File: src/rtl/multicycle_controller_if.sv
// Control/status bundle between the multi-cycle RV32I controller and its datapath.
// The controller owns the master modport; the datapath (or a bench) uses slave.
interface multicycle_controller_if;
  logic [6:0] opcode;
  logic [2:0] funct3;
  logic       funct7b5;
  logic       N;
  logic       Z;
  logic       C;
  logic       V;
  logic       mem_ready;

  logic       mem_req;
  logic       dmem_wren;
  logic       adr_sel;
  logic       ir_wren;
  logic       pc_wren;
  logic       regfile_wren;
  logic [1:0] ALU_asel;
  logic [1:0] ALU_bsel;
  logic [1:0] result_sel;
  logic [2:0] ximm_sel;
  logic [3:0] ALU_control;
  logic       illegal;

  modport master (
    input  opcode, funct3, funct7b5, N, Z, C, V, mem_ready,
    output mem_req, dmem_wren, adr_sel, ir_wren, pc_wren, regfile_wren,
           ALU_asel, ALU_bsel, result_sel, ximm_sel, ALU_control, illegal
  );

  modport slave (
    output opcode, funct3, funct7b5, N, Z, C, V, mem_ready,
    input  mem_req, dmem_wren, adr_sel, ir_wren, pc_wren, regfile_wren,
           ALU_asel, ALU_bsel, result_sel, ximm_sel, ALU_control, illegal
  );
endinterface

File: src/rtl/multicycle_controller.sv
// Control FSM of the multi-cycle RV32I core: sequences one ALU and one unified memory
// through fetch/decode/execute/memory/writeback, stalling on the memory ready handshake.
module multicycle_controller #(
  parameter logic [3:0] RESET_STATE = 4'd0
) (
  input  logic                          clk,
  input  logic                          rst_n,
  multicycle_controller_if.master       bus
);

  typedef enum logic [3:0] {
    S_FETCH  = 4'd0,  S_DECODE = 4'd1,  S_MEMADR = 4'd2,  S_MEMRD  = 4'd3,
    S_MEMWB  = 4'd4,  S_MEMWR  = 4'd5,  S_EXEC_R = 4'd6,  S_EXEC_I = 4'd7,
    S_ALUWB  = 4'd8,  S_BRANCH = 4'd9,  S_JAL    = 4'd10, S_JALR   = 4'd11,
    S_JALR2  = 4'd12, S_LUI    = 4'd13, S_AUIPC  = 4'd14, S_HALT   = 4'd15
  } state_t;

  localparam logic [6:0] OP_LOAD  = 7'b0000011;
  localparam logic [6:0] OP_STORE = 7'b0100011;
  localparam logic [6:0] OP_R     = 7'b0110011;
  localparam logic [6:0] OP_I     = 7'b0010011;
  localparam logic [6:0] OP_BR    = 7'b1100011;
  localparam logic [6:0] OP_JAL   = 7'b1101111;
  localparam logic [6:0] OP_JALR  = 7'b1100111;
  localparam logic [6:0] OP_LUI   = 7'b0110111;
  localparam logic [6:0] OP_AUIPC = 7'b0010111;

  localparam logic [2:0] XI_I = 3'b000, XI_S = 3'b001, XI_B = 3'b010, XI_J = 3'b011, XI_U = 3'b100;
  localparam logic [3:0] ALU_ADD = 4'b0000, ALU_SUB = 4'b0001;

  state_t     r_state;
  state_t     w_next;
  logic       r_illegal;
  logic       w_set_illegal;
  logic       w_mem_req, w_dmem_wren, w_adr_sel, w_ir_wren, w_pc_wren, w_regfile_wren;
  logic [1:0] w_asel, w_bsel, w_result_sel;
  logic [2:0] w_ximm_sel;
  logic [3:0] w_alu;

  // Sub only exists for R-type; sra is selected by instr[30] for both R and I shifts.
  function automatic logic [3:0] alu_decode(input logic [2:0] f3, input logic f7b5,
                                            input logic is_r);
    logic [3:0] op;
    op = ALU_ADD;
    case (f3)
      3'b000: op = (is_r && f7b5) ? ALU_SUB : ALU_ADD;
      3'b001: op = 4'b0111;
      3'b010: op = 4'b0101;
      3'b011: op = 4'b0110;
      3'b100: op = 4'b0100;
      3'b101: op = f7b5 ? 4'b1001 : 4'b1000;
      3'b110: op = 4'b0011;
      3'b111: op = 4'b0010;
      default: op = ALU_ADD;
    endcase
    return op;
  endfunction

  // NOTE: sequential state uses non-blocking assignments so every flop samples pre-edge values.
  always_ff @(posedge clk or negedge rst_n) begin
    if (!rst_n) begin
      r_state   <= state_t'(RESET_STATE);
      r_illegal <= 1'b0;
    end else begin
      r_state   <= w_next;
      r_illegal <= r_illegal | w_set_illegal;
    end
  end

  // NOTE: every output gets a default before the case so no path can infer a latch.
  always_comb begin
    w_next         = r_state;
    w_set_illegal  = 1'b0;
    w_mem_req      = 1'b0;
    w_dmem_wren    = 1'b0;
    w_adr_sel      = 1'b0;
    w_ir_wren      = 1'b0;
    w_pc_wren      = 1'b0;
    w_regfile_wren = 1'b0;
    w_asel         = 2'b00;
    w_bsel         = 2'b00;
    w_result_sel   = 2'b00;
    w_ximm_sel     = XI_I;
    w_alu          = ALU_ADD;

    case (r_state)
      S_FETCH: begin
        w_mem_req    = 1'b1;
        w_bsel       = 2'b10;
        w_result_sel = 2'b10;
        if (bus.mem_ready) begin
          w_ir_wren = 1'b1;
          w_pc_wren = 1'b1;
          w_next    = S_DECODE;
        end
      end
      S_DECODE: begin
        // Precompute the branch/jump target into ALU_out while the opcode is decoded.
        w_asel     = 2'b01;
        w_bsel     = 2'b01;
        w_ximm_sel = (bus.opcode == OP_JAL) ? XI_J : XI_B;
        case (bus.opcode)
          OP_LOAD, OP_STORE: w_next = S_MEMADR;
          OP_R:              w_next = S_EXEC_R;
          OP_I:              w_next = S_EXEC_I;
          OP_BR:             w_next = S_BRANCH;
          OP_JAL:            w_next = S_JAL;
          OP_JALR:           w_next = S_JALR;
          OP_LUI:            w_next = S_LUI;
          OP_AUIPC:          w_next = S_AUIPC;
          default: begin
            w_next        = S_HALT;
            w_set_illegal = 1'b1;
          end
        endcase
      end
      S_MEMADR: begin
        w_asel     = 2'b10;
        w_bsel     = 2'b01;
        w_ximm_sel = (bus.opcode == OP_STORE) ? XI_S : XI_I;
        w_next     = (bus.opcode == OP_STORE) ? S_MEMWR : S_MEMRD;
      end
      S_MEMRD: begin
        w_mem_req = 1'b1;
        w_adr_sel = 1'b1;
        if (bus.mem_ready) w_next = S_MEMWB;
      end
      S_MEMWB: begin
        w_result_sel   = 2'b01;
        w_regfile_wren = 1'b1;
        w_next         = S_FETCH;
      end
      S_MEMWR: begin
        w_mem_req   = 1'b1;
        w_dmem_wren = 1'b1;
        w_adr_sel   = 1'b1;
        if (bus.mem_ready) w_next = S_FETCH;
      end
      S_EXEC_R: begin
        w_asel = 2'b10;
        w_alu  = alu_decode(bus.funct3, bus.funct7b5, 1'b1);
        w_next = S_ALUWB;
      end
      S_EXEC_I: begin
        w_asel = 2'b10;
        w_bsel = 2'b01;
        w_alu  = alu_decode(bus.funct3, bus.funct7b5, 1'b0);
        w_next = S_ALUWB;
      end
      S_ALUWB: begin
        w_regfile_wren = 1'b1;
        w_next         = S_FETCH;
      end
      S_BRANCH: begin
        // C=1 means no borrow from rs1-rs2, i.e. rs1 >= rs2 unsigned.
        w_asel = 2'b10;
        w_alu  = ALU_SUB;
        w_next = S_FETCH;
        case (bus.funct3)
          3'b000: w_pc_wren = bus.Z;
          3'b001: w_pc_wren = ~bus.Z;
          3'b100: w_pc_wren = bus.N ^ bus.V;
          3'b101: w_pc_wren = ~(bus.N ^ bus.V);
          3'b110: w_pc_wren = ~bus.C;
          3'b111: w_pc_wren = bus.C;
          default: begin
            w_next        = S_HALT;
            w_set_illegal = 1'b1;
          end
        endcase
      end
      S_JAL, S_JALR2: begin
        // rd gets old_PC+4 from the live ALU while PC takes the target held in ALU_out.
        w_asel         = 2'b01;
        w_bsel         = 2'b10;
        w_result_sel   = 2'b10;
        w_regfile_wren = 1'b1;
        w_pc_wren      = 1'b1;
        w_next         = S_FETCH;
      end
      S_JALR: begin
        w_asel = 2'b10;
        w_bsel = 2'b01;
        w_next = S_JALR2;
      end
      S_LUI, S_AUIPC: begin
        w_asel         = (r_state == S_LUI) ? 2'b11 : 2'b01;
        w_bsel         = 2'b01;
        w_ximm_sel     = XI_U;
        w_result_sel   = 2'b10;
        w_regfile_wren = 1'b1;
        w_next         = S_FETCH;
      end
      S_HALT: w_next = S_HALT;
      default: w_next = S_HALT;
    endcase
  end

  assign bus.mem_req      = w_mem_req;
  assign bus.dmem_wren    = w_dmem_wren;
  assign bus.adr_sel      = w_adr_sel;
  assign bus.ir_wren      = w_ir_wren;
  assign bus.pc_wren      = w_pc_wren;
  assign bus.regfile_wren = w_regfile_wren;
  assign bus.ALU_asel     = w_asel;
  assign bus.ALU_bsel     = w_bsel;
  assign bus.result_sel   = w_result_sel;
  assign bus.ximm_sel     = w_ximm_sel;
  assign bus.ALU_control  = w_alu;
  assign bus.illegal      = r_illegal;

endmodule

File: src/flat_wrapper.sv
// flat-port wrapper written by rule: the top's interface ports become plain ports
module multicycle_controller_flat 
#(
  parameter logic [3:0] RESET_STATE = 4'd0
)
  (clk, rst_n, bus_opcode, bus_funct3, bus_funct7b5, bus_N, bus_Z, bus_C, bus_V, bus_mem_ready, bus_mem_req, bus_dmem_wren, bus_adr_sel, bus_ir_wren, bus_pc_wren, bus_regfile_wren, bus_ALU_asel, bus_ALU_bsel, bus_result_sel, bus_ximm_sel, bus_ALU_control, bus_illegal);
  multicycle_controller_if bus_i ();
  input  logic clk;
  input  logic rst_n;
  input wire logic [$bits(bus_i.opcode)-1:0] bus_opcode;
  input wire logic [$bits(bus_i.funct3)-1:0] bus_funct3;
  input wire logic [$bits(bus_i.funct7b5)-1:0] bus_funct7b5;
  input wire logic [$bits(bus_i.N)-1:0] bus_N;
  input wire logic [$bits(bus_i.Z)-1:0] bus_Z;
  input wire logic [$bits(bus_i.C)-1:0] bus_C;
  input wire logic [$bits(bus_i.V)-1:0] bus_V;
  input wire logic [$bits(bus_i.mem_ready)-1:0] bus_mem_ready;
  output wire logic [$bits(bus_i.mem_req)-1:0] bus_mem_req;
  output wire logic [$bits(bus_i.dmem_wren)-1:0] bus_dmem_wren;
  output wire logic [$bits(bus_i.adr_sel)-1:0] bus_adr_sel;
  output wire logic [$bits(bus_i.ir_wren)-1:0] bus_ir_wren;
  output wire logic [$bits(bus_i.pc_wren)-1:0] bus_pc_wren;
  output wire logic [$bits(bus_i.regfile_wren)-1:0] bus_regfile_wren;
  output wire logic [$bits(bus_i.ALU_asel)-1:0] bus_ALU_asel;
  output wire logic [$bits(bus_i.ALU_bsel)-1:0] bus_ALU_bsel;
  output wire logic [$bits(bus_i.result_sel)-1:0] bus_result_sel;
  output wire logic [$bits(bus_i.ximm_sel)-1:0] bus_ximm_sel;
  output wire logic [$bits(bus_i.ALU_control)-1:0] bus_ALU_control;
  output wire logic [$bits(bus_i.illegal)-1:0] bus_illegal;
  assign bus_i.opcode = bus_opcode;
  assign bus_i.funct3 = bus_funct3;
  assign bus_i.funct7b5 = bus_funct7b5;
  assign bus_i.N = bus_N;
  assign bus_i.Z = bus_Z;
  assign bus_i.C = bus_C;
  assign bus_i.V = bus_V;
  assign bus_i.mem_ready = bus_mem_ready;
  assign bus_mem_req = bus_i.mem_req;
  assign bus_dmem_wren = bus_i.dmem_wren;
  assign bus_adr_sel = bus_i.adr_sel;
  assign bus_ir_wren = bus_i.ir_wren;
  assign bus_pc_wren = bus_i.pc_wren;
  assign bus_regfile_wren = bus_i.regfile_wren;
  assign bus_ALU_asel = bus_i.ALU_asel;
  assign bus_ALU_bsel = bus_i.ALU_bsel;
  assign bus_result_sel = bus_i.result_sel;
  assign bus_ximm_sel = bus_i.ximm_sel;
  assign bus_ALU_control = bus_i.ALU_control;
  assign bus_illegal = bus_i.illegal;
  multicycle_controller #(.RESET_STATE(RESET_STATE)) u_core (.clk(clk), .rst_n(rst_n), .bus(bus_i));
endmodule
File: config.mk
export PLATFORM = sky130hd
export DESIGN_NAME = multicycle_controller_flat
export DESIGN_NICKNAME = d
export VERILOG_FILES = /design/src/rtl/multicycle_controller_if.sv /design/src/rtl/multicycle_controller.sv /design/src/flat_wrapper.sv
export SDC_FILE = /design/constraint.sdc
export NUM_CORES = 1
export LEC_CHECK = 0
export CORE_UTILIZATION = 41
export CTS_CLUSTER_SIZE = 40
export DETAILED_ROUTE_END_ITERATION = 16
export PLACE_DENSITY = 0.82
export SLEW_MARGIN = 25
export SYNTH_ARGS = -nofsm -noshare
export SYNTH_HDL_FRONTEND = slang
export SYNTH_SLANG_ARGS = --single-unit
File: constraint.sdc
create_clock -name clk -period 1.71 [get_ports clk]
set_clock_uncertainty 0.1 [all_clocks]
set_input_delay 0.342 -clock clk [delete_from_list [all_inputs] [get_ports clk]]
set_output_delay 0.342 -clock clk [all_outputs]
set_load 0.01 [all_outputs]
==> results.ini, run 1 <==
[run_status]
status = stopped before the end
lastStage = global routing (5_1_grt)
error_line = [ERROR DPL-0038] Utilization greater than 100%, impossible to legalize

[cts]
htreeDepth = 1
cts_buffers = 3
root_buffer = clkbuf_4
clock_sinks = 5
clockBufferDepth = 2
cts_hold_buffers = 0

[sta]
worst_endpoint_kind = output port
crit_endpoint = bus_result_sel[1]

[synthesis]
netlist_area_um2 = 867
synth_top_cell_by_area = dfrtp_1
synthCells = 134
synth_top_area_share_pct = 14.4
yosys-top-cells-count = nand2_1 (20), nor2_1 (18), nand2b_1 (9), a21oi_1 (8), o21ai_1 (7)
ys_async_sr_fraction_pct = 100
synth_seq_area_share_pct = 14.4
syn_avg_cell_area_um2 = 6.47
post-synth-top-count-cell = nand2_1
synth-seq-cells = 5
ys_warn_count = 0
synth_edf_count = 0
synthesis.nets = 152
yosys-top-cells-area = dfrtp_1 (14%), nand2_1 (8.7%), nor2_1 (7.8%)
synth_flop_cell = dfrtp_1
ys_types = 46

[floorplanning]
die_h_um = 48.0
ios = 38
row_count = 16
dieWidth_um = 48.0
start_util_pct = 43.8

[global_routing]
grt_max_degree = 9

[placed_design]
portBuffers = 37
post-place-ws_ns = -0.969
post-dp-hpwl_mm = 2.80
routabilityCongestion = 0.865

-- through the flow --
stage | utilization, % | std cells | TNS [ns] | instance area [um^2]
floorplan | - | 134 | 0 | 887
global placement | 79.6 | 233 | -8.92 | 1580
detailed placement | 79.6 | 233 | -9.65 | 1580
CTS | 91.1 | 252 | -1.69 | 1810
-- timing repair --
| action | CTS |
|---|---|
| endpoints found under the setup margin | 23 |
| pin swaps | 19 |
| buffers inserted | 15 |
| resized for setup | 149 |
| hold endpoints to repair | 0 |
| cloned | 0 |
-- kinds of logic after synthesis --
family	synth area share [%]
xor gates and xnor gates	7.07
buffers and inverters	6.78
AOI/OAI and AO/OA	26.8
muxes	3.46
adders and majority gates	1.15
DFF	14.4
and+or+nand+nor	40.3
==> run 2, diff against run 1 <==
Settings changed: CORE_AREA set to 2 2 63 65, CORE_UTILIZATION 41 to unset, CTS_CLUSTER_SIZE 40 to unset, DIE_AREA set to 0 0 65 67, PLACE_DENSITY 0.82 to unset, PLACE_DENSITY_LB_ADDON set to 0.15.
==> results.ini, run 2 <==
[synthesis]
netlist_area_um2 = 867  ; unchanged
ys_async_sr_fraction_pct = 100  ; unchanged
synth_top_area_share_pct = 14.4  ; unchanged
yosys-top-cells-count = nand2_1 (20), nor2_1 (18), nand2b_1 (9), a21oi_1 (8), o21ai_1 (7)
post-synth-top-count-cell = nand2_1
synth-seq-cells = 5  ; unchanged
synth_flop_cell = dfrtp_1
synthCells = 134  ; unchanged
ys_types = 46  ; unchanged
ys_warn_count = 0  ; unchanged
synth_seq_area_share_pct = 14.4  ; unchanged
syn_avg_cell_area_um2 = 6.47  ; unchanged
synth_edf_count = 0  ; unchanged
synthesis.nets = 152  ; unchanged
yosys-top-cells-area = dfrtp_1 (14%), nand2_1 (8.7%), nor2_1 (7.8%)
synth_top_cell_by_area = dfrtp_1

[floorplanning]
die_h_um = 67  ; +40%
dieWidth_um = 65  ; +35%
row_count = 22  ; +6
die_area_um2 = 4360
coreArea_um2 = 3610
ios = 38  ; unchanged
start_util_pct = 24.0  ; -20 points

[routing]
vias_per_cell = 4.85
ant_nets = 0
drt_iter0_drc = 69
dr.pass1.iters = 4
via_count = 1354
drc = 0
wl_mm = 3.79
wl_per_cell_um = 13.6

[global_routing]
grt_pass1_vias = 1388
grt-ovfl-total = 0
grt_max_degree = 8
antenna_found_initial = 0
track_usage_pct = 17.8
grt_pass1_wl_mm = 6.17

[finish]
top_register = u_core.r_state
final_nets = 250
diodes = 0
final_common_cell = buf_4
drive_gt1_share_pct = 60.2
largest_reg_flops = 4
area_growth_pct = 122
layout.cells.most_common_list = buf_4 (54), buf_2 (16), nand2_1 (14), buf_6 (12), nor2_1 (9)
multi_input_area_um2 = 868
fillers = 368
regArea_um2 = 130

[placed_design]
post-dp-hpwl_mm = 2.70  ; -3.6%
post-place-ws_ns = -0.957  ; +0.0123 ns
routabilityCongestion = 0.890  ; +2.9%
portBuffers = 37  ; unchanged

[run_status]
violations = setup timing
status = finished with violations

[cts]
htreeDepth = 1  ; unchanged
clock_sinks = 5  ; unchanged
cts_buffers = 3  ; unchanged
clockBufferDepth = 2  ; unchanged
clock_latency_ns = 0.22
clkSlewWorstSetupHoldPaths_ns = 0.04
cts_hold_buffers = 0  ; unchanged
root_buffer = clkbuf_8
tritoncts = built

[worst_setup_path]
cpPeakStageDelay_ns = 0.45
cp-start-kind = flop
arrival_ns = 1.49
criticalPathCategory = flop to output pin
cp_cell_sequence = buf_6 -> buf_6 -> nor2b_4 -> nor3_2 -> a21oi_1 -> nor2_1 -> buf_2
crit_slowest_cell = dfrtp_2
crit_top_cell = buf_6
worstPathRequired_ns = 1.27
end_kind = output pin
critical_path_peak_fanout = 4

[power]
seqPwrFrac_pct = 9.3
ir_worst_vdd_mv = 0.614
power_frac_clock_pct = 7.5
switching_power_w = 0.00132
p_leak_nw = 0.904
powerDensity_nw_per_um2 = 1520
comb_power_share_pct = 83.3
swShare_pct = 45.0
internal_power_w = 0.00161

[sta]
final.period_utilization_pct = 113
hold_viol = 0
setup_viol = 17
max_freq_mhz = 518
worstMarginPinSlew_ns = 0.365
relSlewSlack_pct = 75.4
slew_viol_final = 0
rsz0062_at_grt = yes
hold_ws_ns = 0.240
tns_ns = -2.28
finalWorstSetupSlack_ns = -0.220
min_period_ns = 1.93

[worst_hold_path]
hold_path_class = input port to asynchronous set/reset pin

[job]
cap_violations = 0

[run 2: timing repair]
action,4_1_cts,5_1_grt
resized for setup,129,38
setup buffers,10,4
setup endpoints to repair,23,22
pin swaps,13,14
[run 2: metal layers]
metal / vias to the layer above / track usage [%] / wire length [um]
met2: 49 / 33.9 / 1970
li1: 681 / - / -
met4: 0 / 2.39 / 0
met5: - / 0 / 0
met3: 0 / 2.03 / 198
met1: 624 / 21.8 / 1630
[run 2: worst paths after layout]
path | to | depth (start not counted) | slack [ns] | startpoint
worst min-delay path | u_core.bus.illegal | 1 | 0.24 | rst_n
worst min register to register | u_core.bus.illegal | 1 | 0.37 | u_core.bus.illegal
max in group asynchronous | u_core.r_state[3] | 1 | 1.06 | rst_n
worst max register to register | u_core.r_state[2] | 6 | -0.21 | u_core.r_state[3]
min in group clk | u_core.bus.illegal | 1 | 0.37 | u_core.bus.illegal
worst max-delay path | bus_mem_req | 7 | -0.22 | u_core.r_state[2]
[run 2: logic make-up after synthesis]
logic type,synth area share (%)
AO/OA/AOI/OAI,26.8
XOR/XNOR,7.07
adder cells (fa/ha/maj),1.15
flip-flops,14.4
buffers and inverters,6.78
multiplexers,3.46
AND/OR/NAND/NOR,40.3
[run 2: metrics by stage]
step           utilization (%)  cell area [um^2]  total power [W]  cells
2_1_floorplan                -               887          0.00116    134
3_3_place_gp              45.9              1660          0.00226    261
5_1_grt                   53.4              1930          0.00317    279
3_5_place_dp              45.9              1660          0.00226    261
6_report                  53.4              1930          0.00293    279
4_1_cts                   49.4              1780          0.00262    275
[run 2: power groups by stage]
stage                     sequential (W)  combinational, W  clock (W)
final                           0.000272           0.00244   0.000219
after global routing            0.000276           0.00266   0.000235
after CTS                       0.000252           0.00214   0.000219
after detailed placement        0.000280           0.00198          0
after global placement          0.000282           0.00198          0
after floorplan                 0.000193          0.000966          0
[run 2: critical path: cells and delay by family (launching register included)]
family	cells	cell delay [ns]
buffers and inverters	3	0.38
AOI/OAI and AO/OA	1	0.06
DFF	1	0.45
and+or+nand+nor	3	0.39
[run 2: final cells by class]
type | instances | share of cell area, %
multi-input combinational | 116 | 45.1
tap | 48 | 3.12
timing repair buffer | 102 | 41.8
inverter | 4 | 0.909
clock buffer | 4 | 2.34
sequential | 5 | 6.75
Power figures use the tool's default switching activity.
